`config.mk`:
```
export PLATFORM = sky130hd
export DESIGN_NAME = stream_nasti_mover_arbiter
export DESIGN_NICKNAME = d
export VERILOG_FILES = /design/src/rtl/stream_nasti_mover_arbiter.sv
export SDC_FILE = /design/constraint.sdc
export NUM_CORES = 1
export LEC_CHECK = 0
export CAP_MARGIN = 20
export CORE_AREA = 5 5 255 257
export DETAILED_ROUTE_END_ITERATION = 16
export DIE_AREA = 0 0 260 262
export PLACE_DENSITY = 0.44
export REMOVE_ABC_BUFFERS = 1
export SLEW_MARGIN = 20
export SYNTH_ARGS = -nofsm -noshare
export SYNTH_HDL_FRONTEND = slang
export SYNTH_SLANG_ARGS = --single-unit
export TNS_END_PERCENT = 20
```
`constraint.sdc`:
```
create_clock -name aclk -period 10.4 [get_ports aclk]
set_input_delay 3.12 -clock aclk [delete_from_list [all_inputs] [get_ports aclk]]
set_output_delay 3.12 -clock aclk [all_outputs]
set_load 0.01 [all_outputs]
```
`src/rtl/stream_nasti_mover_arbiter.sv`:
```
// Round-robin scheduler that shares one stream-to-NASTI data mover between N_REQ requesters.
// It latches the winning descriptor, drives the mover command and returns a one-cycle completion pulse.
module stream_nasti_mover_arbiter #(
  parameter int N_REQ      = 4,
  parameter int ADDR_WIDTH = 64,
  parameter int DATA_WIDTH = 64
) (
  input  logic                          aclk,
  input  logic                          areset,
  input  logic [N_REQ-1:0]              req_valid,
  input  logic [N_REQ*ADDR_WIDTH-1:0]   req_addr,
  input  logic [N_REQ*ADDR_WIDTH-1:0]   req_len,
  output logic [N_REQ-1:0]              req_ready,
  output logic                          w_valid,
  output logic [ADDR_WIDTH-1:0]         w_addr,
  output logic [ADDR_WIDTH-1:0]         w_len,
  input  logic                          w_ready,
  output logic [N_REQ-1:0]              grant,
  output logic [$clog2(N_REQ)-1:0]      grant_idx,
  output logic                          busy
);

  localparam int IDX_W      = $clog2(N_REQ);
  localparam int ADDR_SHIFT = $clog2(DATA_WIDTH / 8);

  typedef enum logic [1:0] {IDLE, ISSUE, SKIP, DONE} state_t;

  state_t                  state;
  logic [IDX_W-1:0]        last;
  logic                    win_found;
  logic [IDX_W-1:0]        win_idx;
  logic [N_REQ-1:0]        win_onehot;
  logic [ADDR_WIDTH-1:0]   win_addr;
  logic [ADDR_WIDTH-1:0]   win_len;
  logic                    win_zero;

  // (base + off) mod N_REQ, with off in 1..N_REQ
  function automatic logic [IDX_W-1:0] rr_idx(input logic [IDX_W-1:0] base, input int off);
    int s;
    s = int'(base) + off;
    if (s >= N_REQ) s = s - N_REQ;
    return s[IDX_W-1:0];
  endfunction

  always_comb begin
    win_found = 1'b0;
    win_idx   = '0;
    for (int off = 1; off <= N_REQ; off++) begin
      if (!win_found && req_valid[rr_idx(last, off)]) begin
        win_found = 1'b1;
        win_idx   = rr_idx(last, off);
      end
    end
  end

  always_comb begin
    win_addr = '0;
    win_len  = '0;
    for (int i = 0; i < N_REQ; i++) begin
      if (win_idx == IDX_W'(i)) begin
        win_addr = req_addr[i*ADDR_WIDTH +: ADDR_WIDTH];
        win_len  = req_len[i*ADDR_WIDTH +: ADDR_WIDTH];
      end
    end
  end

  assign win_onehot = {{(N_REQ-1){1'b0}}, 1'b1} << win_idx;
  // Fewer bytes than one beat: nothing for the mover to do
  assign win_zero   = (win_len >> ADDR_SHIFT) == '0;

  always_ff @(posedge aclk) begin
    if (areset) begin
      state     <= IDLE;
      last      <= IDX_W'(N_REQ - 1);
      w_valid   <= 1'b0;
      w_addr    <= '0;
      w_len     <= '0;
      req_ready <= '0;
      grant     <= '0;
      grant_idx <= '0;
      busy      <= 1'b0;
    end else begin
      case (state)
        IDLE: begin
          req_ready <= '0;
          if (win_found) begin
            grant     <= win_onehot;
            grant_idx <= win_idx;
            last      <= win_idx;
            w_addr    <= win_addr;
            w_len     <= win_len;
            busy      <= 1'b1;
            if (win_zero) begin
              state <= SKIP;
            end else begin
              w_valid <= 1'b1;
              state   <= ISSUE;
            end
          end
        end
        ISSUE: begin
          // Drop w_valid together with the completion so the mover never sees a repeat command
          if (w_ready) begin
            w_valid   <= 1'b0;
            req_ready <= grant;
            state     <= DONE;
          end
        end
        SKIP: begin
          req_ready <= grant;
          state     <= DONE;
        end
        DONE: begin
          req_ready <= '0;
          grant     <= '0;
          grant_idx <= '0;
          busy      <= 1'b0;
          state     <= IDLE;
        end
        default: state <= IDLE;
      endcase
    end
  end

endmodule
```
==> results of run 1 <==
-- flip-flops by register name (all words and copies together) (netlist names) --
signal / flops
grant_idx: 2
state: 2
w_valid: 1
req_ready: 4
last: 2
busy: 1
w_len: 64
w_addr: 64
grant: 4
-- cells by family after synthesis --
logic type                 share of synthesized area, %
muxes                                             8.980
AOI/OAI and AO/OA                                 9.241
adders and majority gates                        0.4126
and+or+nand+nor                                   43.62
DFF                                               31.68
buffers and inverters                             6.064
-- layer usage --
layer | wire length, microns | part of all wire, % | vias to the layer above
li1 | - | - | 5930
met1 | 21360 | 40 | 5732
met2 | 26950 | 50 | 423
met3 | 4149 | 7.7 | 61
met4 | 1215 | 2.3 | 10
met5 | 67 | 0.12 | -
-- synthesized netlist by cell type, types with 2 or more instances --
cell type and count:
sky130_fd_sc_hd__buf_2 15, sky130_fd_sc_hd__mux2i_1 67, sky130_fd_sc_hd__nor2_1 24, sky130_fd_sc_hd__o21ai_0 4, sky130_fd_sc_hd__or4_1 2, sky130_fd_sc_hd__nor3_1 3
sky130_fd_sc_hd__nand4_1 32, sky130_fd_sc_hd__a211oi_2 2, sky130_fd_sc_hd__nand3_1 338, sky130_fd_sc_hd__a21oi_1 133, sky130_fd_sc_hd__nand2b_1 7, sky130_fd_sc_hd__buf_4 4
sky130_fd_sc_hd__mux4_2 5, sky130_fd_sc_hd__inv_1 3, sky130_fd_sc_hd__clkbuf_1 93, sky130_fd_sc_hd__a22oi_1 3, sky130_fd_sc_hd__dfxtp_1 144, sky130_fd_sc_hd__buf_1 11
sky130_fd_sc_hd__nor2b_1 4, sky130_fd_sc_hd__buf_6 4, sky130_fd_sc_hd__o211ai_1 2, sky130_fd_sc_hd__and4_1 2, sky130_fd_sc_hd__ha_1 3, sky130_fd_sc_hd__mux2_2 3
sky130_fd_sc_hd__a32oi_1 2, sky130_fd_sc_hd__nand2_1 463, sky130_fd_sc_hd__a211o_1 2, sky130_fd_sc_hd__nor4_1 11
-- per-stage QoR --
step                      area, sq um  total power [W]
after floorplan                  8558         0.002515
after global placement          16380         0.003513
after CTS                       16980         0.004214
final                           16990         0.004124
after detailed placement        16380         0.003533
after global routing            16990         0.004456
-- worst max-delay path, stage by stage --
cell,delay (ns)
sky130_fd_sc_hd__clkdlybuf4s50_1,0.47
sky130_fd_sc_hd__nand2b_1,0.21
sky130_fd_sc_hd__a21bo_1,0.19
sky130_fd_sc_hd__nand3_4,0.61
sky130_fd_sc_hd__buf_12,0.52
sky130_fd_sc_hd__mux2i_1,0.26
sky130_fd_sc_hd__mux2i_1,0.16
sky130_fd_sc_hd__nor4_1,0.50
sky130_fd_sc_hd__nand4_1,0.36
sky130_fd_sc_hd__or4_4,0.63
sky130_fd_sc_hd__a31oi_1,0.24
sky130_fd_sc_hd__a211oi_2,0.07
-- report_power, final --
group | leakage, nW | internal, W | switching [W]
logic | 4.95 | 0.00106 | 0.00150
clock network | 0.285 | 0.000372 | 0.000275
registers | 1.19 | 0.000790 | 0.000127
total | 6.43 | 0.00223 | 0.00190
-- placed cells by master, fill, tap and decap left out, drive strengths merged, types with 2 or more instances in the layout --
| cell | synthesis | routed |
|---|---|---|
| and4 | 2 | 2 |
| nor2 | 24 | 24 |
| nand4 | 33 | 33 |
| or4 | 3 | 3 |
| clkdlybuf4s50 | 0 | 657 |
| a211oi | 2 | 2 |
| a211o | 2 | 2 |
| clkbuf | 93 | 20 |
| o21ai | 5 | 5 |
| dfxtp | 144 | 144 |
| inv | 3 | 6 |
| mux4 | 5 | 5 |
| nand3 | 339 | 339 |
| clkinv | 0 | 3 |
| a32oi | 2 | 2 |
| buf | 34 | 17 |
| mux2 | 3 | 3 |
| nand2b | 7 | 7 |
| a22oi | 3 | 3 |
| a21oi | 133 | 133 |
| o211ai | 2 | 2 |
| diode | 0 | 4 |
| mux2i | 67 | 67 |
| nor2b | 4 | 4 |
| nand2 | 463 | 463 |
| or2 | 2 | 2 |
| nor4 | 11 | 11 |
| bufinv | 0 | 2 |
| ha | 3 | 3 |
| nor3 | 3 | 3 |
| clkinvlp | 0 | 3 |
-- final timing paths --
kind / startpoint / end / slack (ns) / depth (start not counted)
max: req_valid[3] / w_valid$_SDFFE_PP0P_ / 3.14 / 12
min: w_addr[18]$_SDFFE_PP0P_ / w_addr[18]$_SDFFE_PP0P_ / 0.45 / 2
max reg2reg: last[0]$_SDFFE_PP1P_ / w_valid$_SDFFE_PP0P_ / 5.87 / 11
min reg2reg: w_addr[18]$_SDFFE_PP0P_ / w_addr[18]$_SDFFE_PP0P_ / 0.45 / 2
-- final cells by class --
type | count | area [sq um]
Fill cell | 6912 | 45520
Tap cell | 846 | 1059
Clock buffer | 20 | 466.7
Inverter | 3 | 11.26
Clock inverter | 11 | 127.6
Timing Repair Buffer | 674 | 6716
Antenna cell | 4 | 10.01
Sequential cell | 144 | 2883
Multi-Input combinational cell | 1125 | 5714
==> impl_metrics.sql, run 1 <==
INSERT INTO impl_metrics (metric_group, metric, value, unit) VALUES
('drt', 'detail_route.wirelength', '53740', 'microns'),
('placed_design', 'place_inst', '2792', ''),
('global_route', 'groute.layer.met1.usage', '17.21', '%'),
('timing', 'max_transition_margin', '35.05', '%'),
('clocking', 'tritoncts', 'done', ''),
('floorplanning', 'initial_utilization', '14.56', '%'),
('global_route', 'global_route.usage.met2', '25.44', '%'),
('placed_design', 'preCtsSetupSlack', '2.701', 'ns'),
('drt', 'detail_route.iter0.violations', '545', ''),
('global_route', 'wire_length_of_the_first_global_routing_pass', '76270', 'microns'),
('placed_design', 'place_hpwl', '41760', 'microns'),
('yosys', 'yosysTopAreaCellShare', '31.68', '%'),
('yosys', 'ys_async_sr_fraction', '0', '%'),
('drt', 'ant_nets', '0', ''),
('yosys', 'post_synth_num_cell_types', '41', ''),
('drt', 'vias_per_cell', '4.300', ''),
('yosys', 'syn_avg_cell_area', '6.504', 'sq um'),
('yosys', 'netlist_instances', '1399', ''),
('power', 'power.leakage', '6.426', 'nW'),
('power', 'peakVddDrop', '0.0001438', 'V'),
('timing', 'timing_worst_slew_pin_value', '0.9743', 'ns'),
('floorplanning', 'floorplan.die_area', '68120', 'sq um'),
('hold_path', 'path_class_of_the_lowest_slack_min_delay_path', 'flip-flop to flip-flop', ''),
('power', 'power-per-cell-area', '242.8', 'nW/um^2'),
('timing', 'report.final.setup_viol', '0', ''),
('clocking', 'clk_path_buf_depth', '2', ''),
('floorplanning', 'rows', '92', ''),
('status', 'outcome', 'finished, final reports clean', ''),
('timing', 'grt_setup_unrepaired', 'false', ''),
('timing', 'drv_slew', '0', ''),
('global_route', 'remaining_global_route_overflow', '0', ''),
('clocking', 'cts-htree-levels', '4', ''),
('global_route', 'grt_start_max_net_pins', '114', ''),
('global_route', 'first_global_vias', '12100', ''),
('clocking', 'clock_latency', '0.48', 'ns'),
('run', 'timing.max_cap.violations', '0', ''),
('timing', 'timing.final.ws_setup', '3.141', 'ns'),
('worst_setup_path', 'type_of_element_launching_the_critical_path', 'primary input', ''),
('finish', 'num-nets-final', '2487', ''),
('yosys', 'syn_area', '9099', 'sq um'),
('placed_design', 'placer_congestion_estimate', '0.9204', ''),
('clocking', 'cts_sinks', '144', ''),
('global_route', 'antenna_violations_before_repair', '10', ''),
('worst_setup_path', 'timing.critical_path.required', '10.72', 'ns'),
('worst_setup_path', 'path_max_fanout', '113', ''),
('clocking', 'clock_buffer_count_from_cts', '17', ''),
('finish', 'layout.core_utilization', '27.18', '%'),
('yosys', 'synth_top_flop_cell', 'sky130_fd_sc_hd__dfxtp_1', ''),
('timing', 'min_period_over_period', '69.80', '%'),
('worst_setup_path', 'setup.worst_path.end_class', 'flip-flop', ''),
('global_route', 'grt.met3_usage', '4.929', '%'),
('timing', 'hold_ws', '0.4526', 'ns'),
('yosys', 'seq_area_frac_synth', '31.68', '%'),
('finish', 'drive_gt1_share', '3.490', '%'),
('worst_setup_path', 'worst_ep_arrival_time', '7.58', 'ns'),
('floorplanning', 'core_area', '62500', 'sq um'),
('yosys', 'synth_edf_count', '0', ''),
('timing', 'total_negative_slack', '0', 'ns'),
('yosys', 'synth_warnings', '0', ''),
('floorplanning', 'die_w', '260', 'microns'),
('yosys', 'synth.area.top_cells', 'sky130_fd_sc_hd__dfxtp_1 (32%), sky130_fd_sc_hd__nand2_1 (19%), sky130_fd_sc_hd__nand3_1 (19%), sky130_fd_sc_hd__mux2i_1 (7.4%), sky130_fd_sc_hd__a21oi_1 (7.3%)', ''),
('global_route', 'gr-max-usage-layer', 'met2', ''),
('drt', 'drt-pass1-iter-count', '5', ''),
('clocking', 'cts_resized', '0', ''),
('clocking', 'post_cts_buffers', '0', ''),
('timing', 'min_period', '7.259', 'ns'),
('drt', 'dr_total_vias', '12160', ''),
('floorplanning', 'num_io_pins', '659', ''),
('clocking', 'cts-hold-fix-buffers', '0', ''),
('drt', 'route.detailed.drc', '0', ''),
('drt', 'route.detailed.wl_per_inst', '19.01', 'microns');
Note: power is estimated with default switching activity, not from simulation.
==> run 2: changes to the inputs <==
Clock period 10.4 ns to 6.7 ns, I/O delays scaled along.
==> run 2 against run 1 <==
Against the previous run: highest routed layer unchanged; combinational power up 59%; setup slack worse by 1.9 ns; utilization up 0.29 points; total power up 57%; routed wire length up 1.0%; flip-flop and latch count unchanged; non-clock buffer count up 12; via count up 0.59%; die area unchanged.
==> impl_metrics.sql, run 2 (synthesized netlist as in run 1, its figures left out) <==
INSERT INTO impl_metrics (metric_group, metric, value, unit) VALUES
('status', 'outcome', 'finished, final reports clean', ''),
('drt', 'detail_route.iter0.violations', '573', ''),
('clocking', 'cts.root.buffer_cell', 'sky130_fd_sc_hd__clkbuf_16', ''),
('global_route', 'remaining_global_route_overflow', '0', ''),
('power', 'power.leakage', '6.517', 'nW'),
('timing', 'drv_slew', '0', ''),
('global_route', 'antenna_violations_before_repair', '7', ''),
('timing', 'max_transition_margin', '48.33', '%'),
('floorplanning', 'num_io_pins', '659', ''),
('clocking', 'cts_sinks', '144', ''),
('floorplanning', 'die_w', '260', 'microns'),
('worst_setup_path', 'crit_chain', 'clkdlybuf4s50_1 -> nand2b_1 -> a21bo_1 -> nand3_4 -> buf_12 -> nand3_1 -> nand4_1 -> or4_1 -> or4_1 -> or4_4 -> and2_4 -> a211oi_2', ''),
('floorplanning', 'dieHeight', '262', 'microns'),
('worst_setup_path', 'cp_top_family', 'simple AND/OR/NAND/NOR gates', ''),
('finish', 'layout.cells.most_common', 'sky130_fd_sc_hd__clkdlybuf4s50_1', ''),
('hold_path', 'path_class_of_the_lowest_slack_min_delay_path', 'flip-flop to flip-flop', ''),
('placed_design', 'port_buffers', '658', ''),
('global_route', 'groute.usage.overall', '15.02', '%'),
('drt', 'route.detailed.drc', '0', ''),
('timing', 'timing_worst_slew_pin_value', '0.7692', 'ns'),
('finish', 'mostFrequentLayoutCells', 'sky130_fd_sc_hd__clkdlybuf4s50_1 (657), sky130_fd_sc_hd__nand2_1 (463), sky130_fd_sc_hd__nand3_1 (337)', ''),
('finish', 'num-nets-final', '2499', ''),
('worst_setup_path', 'path_max_fanout', '20', ''),
('worst_setup_path', 'worst_ep_arrival_time', '5.79', 'ns'),
('finish', 'top_regs', 'w_addr: 64 flops, w_len: 64 flops', ''),
('timing', 'grt_setup_unrepaired', 'false', ''),
('worst_setup_path', 'type_of_element_launching_the_critical_path', 'primary input', ''),
('placed_design', 'placer_congestion_estimate', '0.9172', ''),
('power', 'power-per-cell-area', '378.0', 'nW/um^2'),
('finish', 'layout.core_utilization', '27.47', '%'),
('clocking', 'clk_path_buf_depth', '2', ''),
('global_route', 'first_global_vias', '12270', ''),
('worst_setup_path', 'critical_path_buf_inv_count', '2', ''),
('clocking', 'cts-htree-levels', '4', ''),
('clocking', 'cts-hold-fix-buffers', '0', ''),
('floorplanning', 'floorplan.die_area', '68120', 'sq um'),
('worst_setup_path', 'critical-path-top-cell-by-count', 'sky130_fd_sc_hd__or4_1', ''),
('timing', 'min_period_over_period', '80.78', '%'),
('drt', 'detail_route.wirelength', '54280', 'microns'),
('worst_setup_path', 'setup.worst_path.end_class', 'flip-flop', ''),
('clocking', 'tritoncts', 'done', ''),
('drt', 'drt-pass1-iter-count', '5', ''),
('floorplanning', 'core_area', '62500', 'sq um'),
('clocking', 'post_cts_buffers', '0', ''),
('finish', 'syn2layout_area_growth', '88.68', '%'),
('worst_setup_path', 'timing.critical_path.required', '7.08', 'ns'),
('timing', 'report.final.setup_viol', '0', ''),
('floorplanning', 'rows', '92', ''),
('timing', 'fin_worst_skew', '0.01415', 'ns'),
('worst_setup_path', 'slowest_stage_cell_crit_path', 'sky130_fd_sc_hd__or4_1', ''),
('clocking', 'clock_buffer_count_from_cts', '17', ''),
('drt', 'vias_per_cell', '4.309', ''),
('clocking', 'clock_latency', '0.47', 'ns'),
('floorplanning', 'initial_utilization', '14.56', '%'),
('drt', 'route.detailed.wl_per_inst', '19.13', 'microns'),
('finish', 'drive_gt1_share', '4.070', '%'),
('worst_setup_path', 'worstSetupPathType', 'primary input to flip-flop', ''),
('drt', 'dr_total_vias', '12230', ''),
('timing', 'upper_clock_frequency_limit', '184.8', 'MHz'),
('timing', 'min_period', '5.413', 'ns'),
('timing', 'hold_viol', '0', ''),
('placed_design', 'place_hpwl', '42670', 'microns'),
('worst_setup_path', 'crit_path_max_incr_delay', '0.61', 'ns'),
('power', 'peakVddDrop', '0.0002238', 'V'),
('clocking', 'cts_resized', '0', ''),
('run', 'timing.max_cap.violations', '0', ''),
('power', 'p_total', '0.006490', 'W'),
('placed_design', 'place_inst', '2804', ''),
('placed_design', 'dpl-instance-area', '16570', 'sq um'),
('finish', 'finish.cell_count_without_fillers', '2838', ''),
('global_route', 'wire_length_of_the_first_global_routing_pass', '78310', 'microns'),
('clocking', 'clkSlewWorstSetupHoldPaths', '0.06', 'ns'),
('global_route', 'grt_start_max_net_pins', '70', ''),
('drt', 'ant_nets', '0', ''),
('finish', 'final_cell_area', '17170', 'sq um');
run 2: cell types whose count changed in the layout (fill, tap and decap cells not counted), sizes merged:
cell / before / now
buf: 17 / 29
diode: 4 / 2
clkinv: 3 / 4
run 2: layout make-up:
type / instances / area (sq um)
fillers: 6887 / 45340
repair buffers: 686 / 6907
multi-input cells: 1125 / 5714
flip-flops and latches: 144 / 2883
well taps: 846 / 1059
clock buffers: 20 / 456.7
clock inverters: 12 / 132.6
inverters: 3 / 11.26
diodes: 2 / 5.005
run 2: routing by layer:
metal  track usage [%]  up-vias  part of all wire (%)
met5                 0        -                 0.024
met4             5.020        2                   2.4
met3             3.862       53                   6.7
met2             25.87      458                    50
met1             18.33     5746                    41
li1                  -     5969                     -
run 2: path summary, 6_finish.rpt:
| check | from | end | slack (ns) | depth (start not counted) |
|---|---|---|---|---|
| setup reg to reg | last[0]$_SDFFE_PP1P_ | w_valid$_SDFFE_PP0P_ | 2.96 | 11 |
| hold reg to reg | w_addr[19]$_SDFFE_PP0P_ | w_addr[19]$_SDFFE_PP0P_ | 0.45 | 2 |
| setup / recovery | req_valid[3] | w_valid$_SDFFE_PP0P_ | 1.29 | 12 |
| hold / removal | w_addr[19]$_SDFFE_PP0P_ | w_addr[19]$_SDFFE_PP0P_ | 0.45 | 2 |
run 2: where the power goes:
| group | total (W) | internal, W | switching, W |
|---|---|---|---|
| logic | 0.00406 | 0.00173 | 0.00233 |
| registers | 0.00142 | 0.00123 | 0.000199 |
| clock network | 0.00100 | 0.000569 | 0.000435 |
| total | 0.00649 | 0.00353 | 0.00296 |
run 2: per-stage QoR:
stage	TNS, ns	worst slack [ns]	hold slack [ns]
finish	0	1.287	0.4526
global route	0	1.148	0.4683
CTS	0	1.328	0.4555
detailed placement	0	0.7923	0.4464
global placement	0	0.8978	0.4417
floorplan	-523.28	-5.895	0.4402
run 2: worst register-to-register path, delay by kind of cell (launching register included):
| family | cells | cell delay, ns |
|---|---|---|
| AOI/OAI and AO/OA | 2 | 0.42 |
| buffers and inverters | 1 | 0.31 |
| DFF | 1 | 0.37 |
| and+or+nand+nor | 8 | 2.57 |
==> run 3: changes to the inputs <==
Clock period 6.7 ns to 5.01 ns, I/O delays scaled along.
==> run 3 against run 2 <==
Against the previous run: total power increased by 39%; sequential share of layout area down 0.32 points; cell area up 2.0%; setup slack worse by 1.0 ns; die area did not move; global-route usage hardly changed; register-to-register slack worse by 1.5 ns; sequential power rose by 35%; clock power increased by 49%; first-iteration DRC count is 24% higher; routed wire length grew 0.13%; worst hold slack got worse by 0.00053 ns; critical endpoint unchanged; highest routed layer unchanged.
==> impl_metrics.sql, run 3 (synthesized netlist as in run 1, its figures left out) <==
INSERT INTO impl_metrics (metric_group, metric, value, unit) VALUES
('worst_setup_path', 'slowest_stage_cell_crit_path', 'sky130_fd_sc_hd__or4_4', ''),
('power', 'pwr-share-seq', '21.2', '%'),
('timing', 'upper_clock_frequency_limit', '210.8', 'MHz'),
('global_route', 'grt.met3_usage', '5.121', '%'),
('worst_setup_path', 'worst_setup_path_startpoint', 'req_valid[1]', ''),
('finish', 'drive_gt1_share', '5.404', '%'),
('timing', 'fin_worst_skew', '0.01499', 'ns'),
('clocking', 'post_cts_buffers', '0', ''),
('worst_setup_path', 'timing.critical_path.required', '5.40', 'ns'),
('status', 'outcome', 'finished, final reports clean', ''),
('finish', 'top_regs', 'w_addr: 64 flops, w_len: 64 flops', ''),
('drt', 'route.detailed.wl_per_inst', '18.93', 'microns'),
('placed_design', 'place_hpwl', '43310', 'microns'),
('drt', 'detail_route.iter0.violations', '712', ''),
('clocking', 'cts.root.buffer_cell', 'sky130_fd_sc_hd__clkbuf_16', ''),
('floorplanning', 'rows', '92', ''),
('power', 'peakVddDrop', '0.0002491', 'V'),
('power', 'power.combinational.fraction', '62.3', '%'),
('timing', 'hold_ws', '0.4520', 'ns'),
('worst_setup_path', 'crit_cells', '13', ''),
('placed_design', 'port_buffers', '658', ''),
('clocking', 'cts-htree-levels', '4', ''),
('floorplanning', 'core_area', '62500', 'sq um'),
('timing', 'min_period', '4.744', 'ns'),
('global_route', 'antenna_violations_before_repair', '17', ''),
('power', 'p_int', '0.005003', 'W'),
('drt', 'detail_route.wirelength', '54350', 'microns'),
('clocking', 'tritoncts', 'done', ''),
('worst_setup_path', 'crit_chain', 'clkdlybuf4s50_1 -> or2_4 -> a311o_4 -> buf_12 -> nand3_1 -> nand4_1 -> nor4_1 -> buf_4 -> nand4_1 -> buf_4 -> or4_4 -> and2_4 -> a211oi_2', ''),
('clocking', 'clock_latency', '0.47', 'ns'),
('worst_setup_path', 'critical_path_buf_inv_count', '4', ''),
('power', 'portion_of_total_power_attributed_to_the_clock_network', '16.6', '%'),
('finish', 'num-nets-final', '2526', ''),
('global_route', 'groute.usage.overall', '15.01', '%'),
('floorplanning', 'dieHeight', '262', 'microns'),
('hold_path', 'hold-path-cell-count', '2', ''),
('floorplanning', 'num_io_pins', '659', ''),
('floorplanning', 'floorplan.die_area', '68120', 'sq um'),
('timing', 'max_transition_margin', '41.49', '%'),
('global_route', 'grt_start_max_net_pins', '68', ''),
('floorplanning', 'initial_utilization', '14.56', '%'),
('global_route', 'global_route.usage.met2', '25.34', '%'),
('floorplanning', 'die_w', '260', 'microns'),
('worst_setup_path', 'worst_ep_arrival_time', '5.13', 'ns'),
('timing', 'timing_worst_slew_pin_value', '0.8777', 'ns'),
('global_route', 'remaining_global_route_overflow', '0', ''),
('drt', 'ant_nets', '0', ''),
('finish', 'layout.cells.most_common', 'sky130_fd_sc_hd__clkdlybuf4s50_1', ''),
('clocking', 'cts_resized', '0', ''),
('timing', 'drv_slew', '0', ''),
('drt', 'vias_per_cell', '4.281', ''),
('worst_setup_path', 'cp_top_family', 'simple AND/OR/NAND/NOR gates', ''),
('clocking', 'cts-hold-fix-buffers', '0', ''),
('worst_setup_path', 'worstSetupPathType', 'primary input to flip-flop', ''),
('worst_setup_path', 'path_max_fanout', '57', ''),
('clocking', 'clk_path_buf_depth', '2', ''),
('power', 'power.switching_fraction', '44.50', '%'),
('drt', 'drt-pass1-iter-count', '5', ''),
('timing', 'grt_setup_unrepaired', 'false', ''),
('drt', 'dr_total_vias', '12290', ''),
('worst_setup_path', 'setup.worst_path.end_class', 'flip-flop', ''),
('worst_setup_path', 'timing.rr.start', 'last[1]$_SDFFE_PP1P_', ''),
('timing', 'hold_viol', '0', ''),
('power', 'power-per-cell-area', '515.1', 'nW/um^2'),
('run', 'timing.max_cap.violations', '0', ''),
('hold_path', 'path_class_of_the_lowest_slack_min_delay_path', 'flip-flop to flip-flop', ''),
('power', 'power.leakage', '6.707', 'nW'),
('worst_setup_path', 'crit_path_max_incr_delay', '0.54', 'ns'),
('placed_design', 'placer_congestion_estimate', '0.9354', ''),
('global_route', 'gr-max-usage-layer', 'met2', ''),
('global_route', 'first_global_vias', '12410', ''),
('clocking', 'cts_sinks', '144', ''),
('power', 'power.net_switching', '0.004012', 'W'),
('timing', 'report.final.setup_viol', '0', ''),
('global_route', 'wire_length_of_the_first_global_routing_pass', '77620', 'microns'),
('clocking', 'clkSlewWorstSetupHoldPaths', '0.06', 'ns'),
('finish', 'syn2layout_area_growth', '92.37', '%'),
('timing', 'min_period_over_period', '94.68', '%'),
('hold_path', 'hold_path_startpoint', 'w_addr[29]$_SDFFE_PP0P_', ''),
('power', 'p_total', '0.009016', 'W'),
('clocking', 'clock_buffer_count_from_cts', '17', ''),
('drt', 'route.detailed.drc', '0', ''),
('global_route', 'groute.layer.met1.usage', '17.76', '%'),
('worst_setup_path', 'type_of_element_launching_the_critical_path', 'primary input', ''),
('finish', 'mostFrequentLayoutCells', 'sky130_fd_sc_hd__clkdlybuf4s50_1 (657), sky130_fd_sc_hd__nand2_1 (463), sky130_fd_sc_hd__nand3_1 (337)', ''),
('worst_setup_path', 'worst-r2r-cell-count', '12', '');
==> run 3: cell count changes in the layout (fill, tap and decap cells not counted) <==
cell / delta
sky130_fd_sc_hd__inv_8: +1
sky130_fd_sc_hd__clkinvlp_4: -2
sky130_fd_sc_hd__buf_4: +23
sky130_fd_sc_hd__diode_2: +6
sky130_fd_sc_hd__clkinv_4: +2
sky130_fd_sc_hd__clkinv_2: -1
sky130_fd_sc_hd__buf_12: +4
sky130_fd_sc_hd__clkbuf_1: -1
sky130_fd_sc_hd__bufinv_16: +3
sky130_fd_sc_hd__clkbuf_8: -2
==> run 3: worst register-to-register path, cell delays in order, from the launching register on <==
cell and delay [ns]:
sky130_fd_sc_hd__dfxtp_1 0.49, sky130_fd_sc_hd__nor2_1 0.15, sky130_fd_sc_hd__a311o_4 0.45, sky130_fd_sc_hd__buf_12 0.22, sky130_fd_sc_hd__nand3_1 0.22, sky130_fd_sc_hd__nand4_1 0.13
sky130_fd_sc_hd__nor4_1 0.41, sky130_fd_sc_hd__buf_4 0.18, sky130_fd_sc_hd__nand4_1 0.12, sky130_fd_sc_hd__buf_4 0.18, sky130_fd_sc_hd__or4_4 0.54, sky130_fd_sc_hd__and2_4 0.17
sky130_fd_sc_hd__a211oi_2 0.19
==> run 3: metrics by stage <==
step,TNS [ns],instance area (sq um),util [%],cells,worst slack [ns]
after floorplan,-684.26,8558,-,1272,-7.078
after global placement,-0.2845,16830,26.92,2831,-0.1368
after detailed placement,-0.6337,16830,26.92,2831,-0.2461
after CTS,0,17480,27.97,2863,0.2901
after global routing,0,17490,27.98,2865,0.1137
final,0,17500,28.00,2871,0.2664
==> run 3: layout make-up <==
cell class | count | area, sq um
diodes | 8 | 20.02
clock buffers | 17 | 425.4
clock inverters | 15 | 231.5
fillers | 6865 | 45000
inverters | 3 | 11.26
multi-input cells | 1125 | 5714
flip-flops and latches | 144 | 2883
well taps | 846 | 1059
repair buffers | 713 | 7159
==> run 3: power by group through the flow <==
stage	combinational [W]	clock, W	sequential (W)
after floorplan	0.00305	0	0.00211
after global placement	0.00569	0	0.00191
after detailed placement	0.00571	0	0.00194
after CTS	0.00573	0.00157	0.00192
after global routing	0.00616	0.00160	0.00197
final	0.00561	0.00149	0.00191
==> run 3: worst paths after layout <==
path | slack [ns] | end
max reg2reg | 1.48 | w_valid$_SDFFE_PP0P_
max | 0.27 | w_valid$_SDFFE_PP0P_
min | 0.45 | w_addr[29]$_SDFFE_PP0P_
min reg2reg | 0.45 | w_addr[29]$_SDFFE_PP0P_
==> run 3: metal layers <==
metal	up-vias	part of all wire, %	wire [microns]
met4	10	2.8	1515
met1	5720	40	21870
met2	466	49	26550
li1	6028	-	-
met5	-	0.14	77
met3	67	8.0	4340
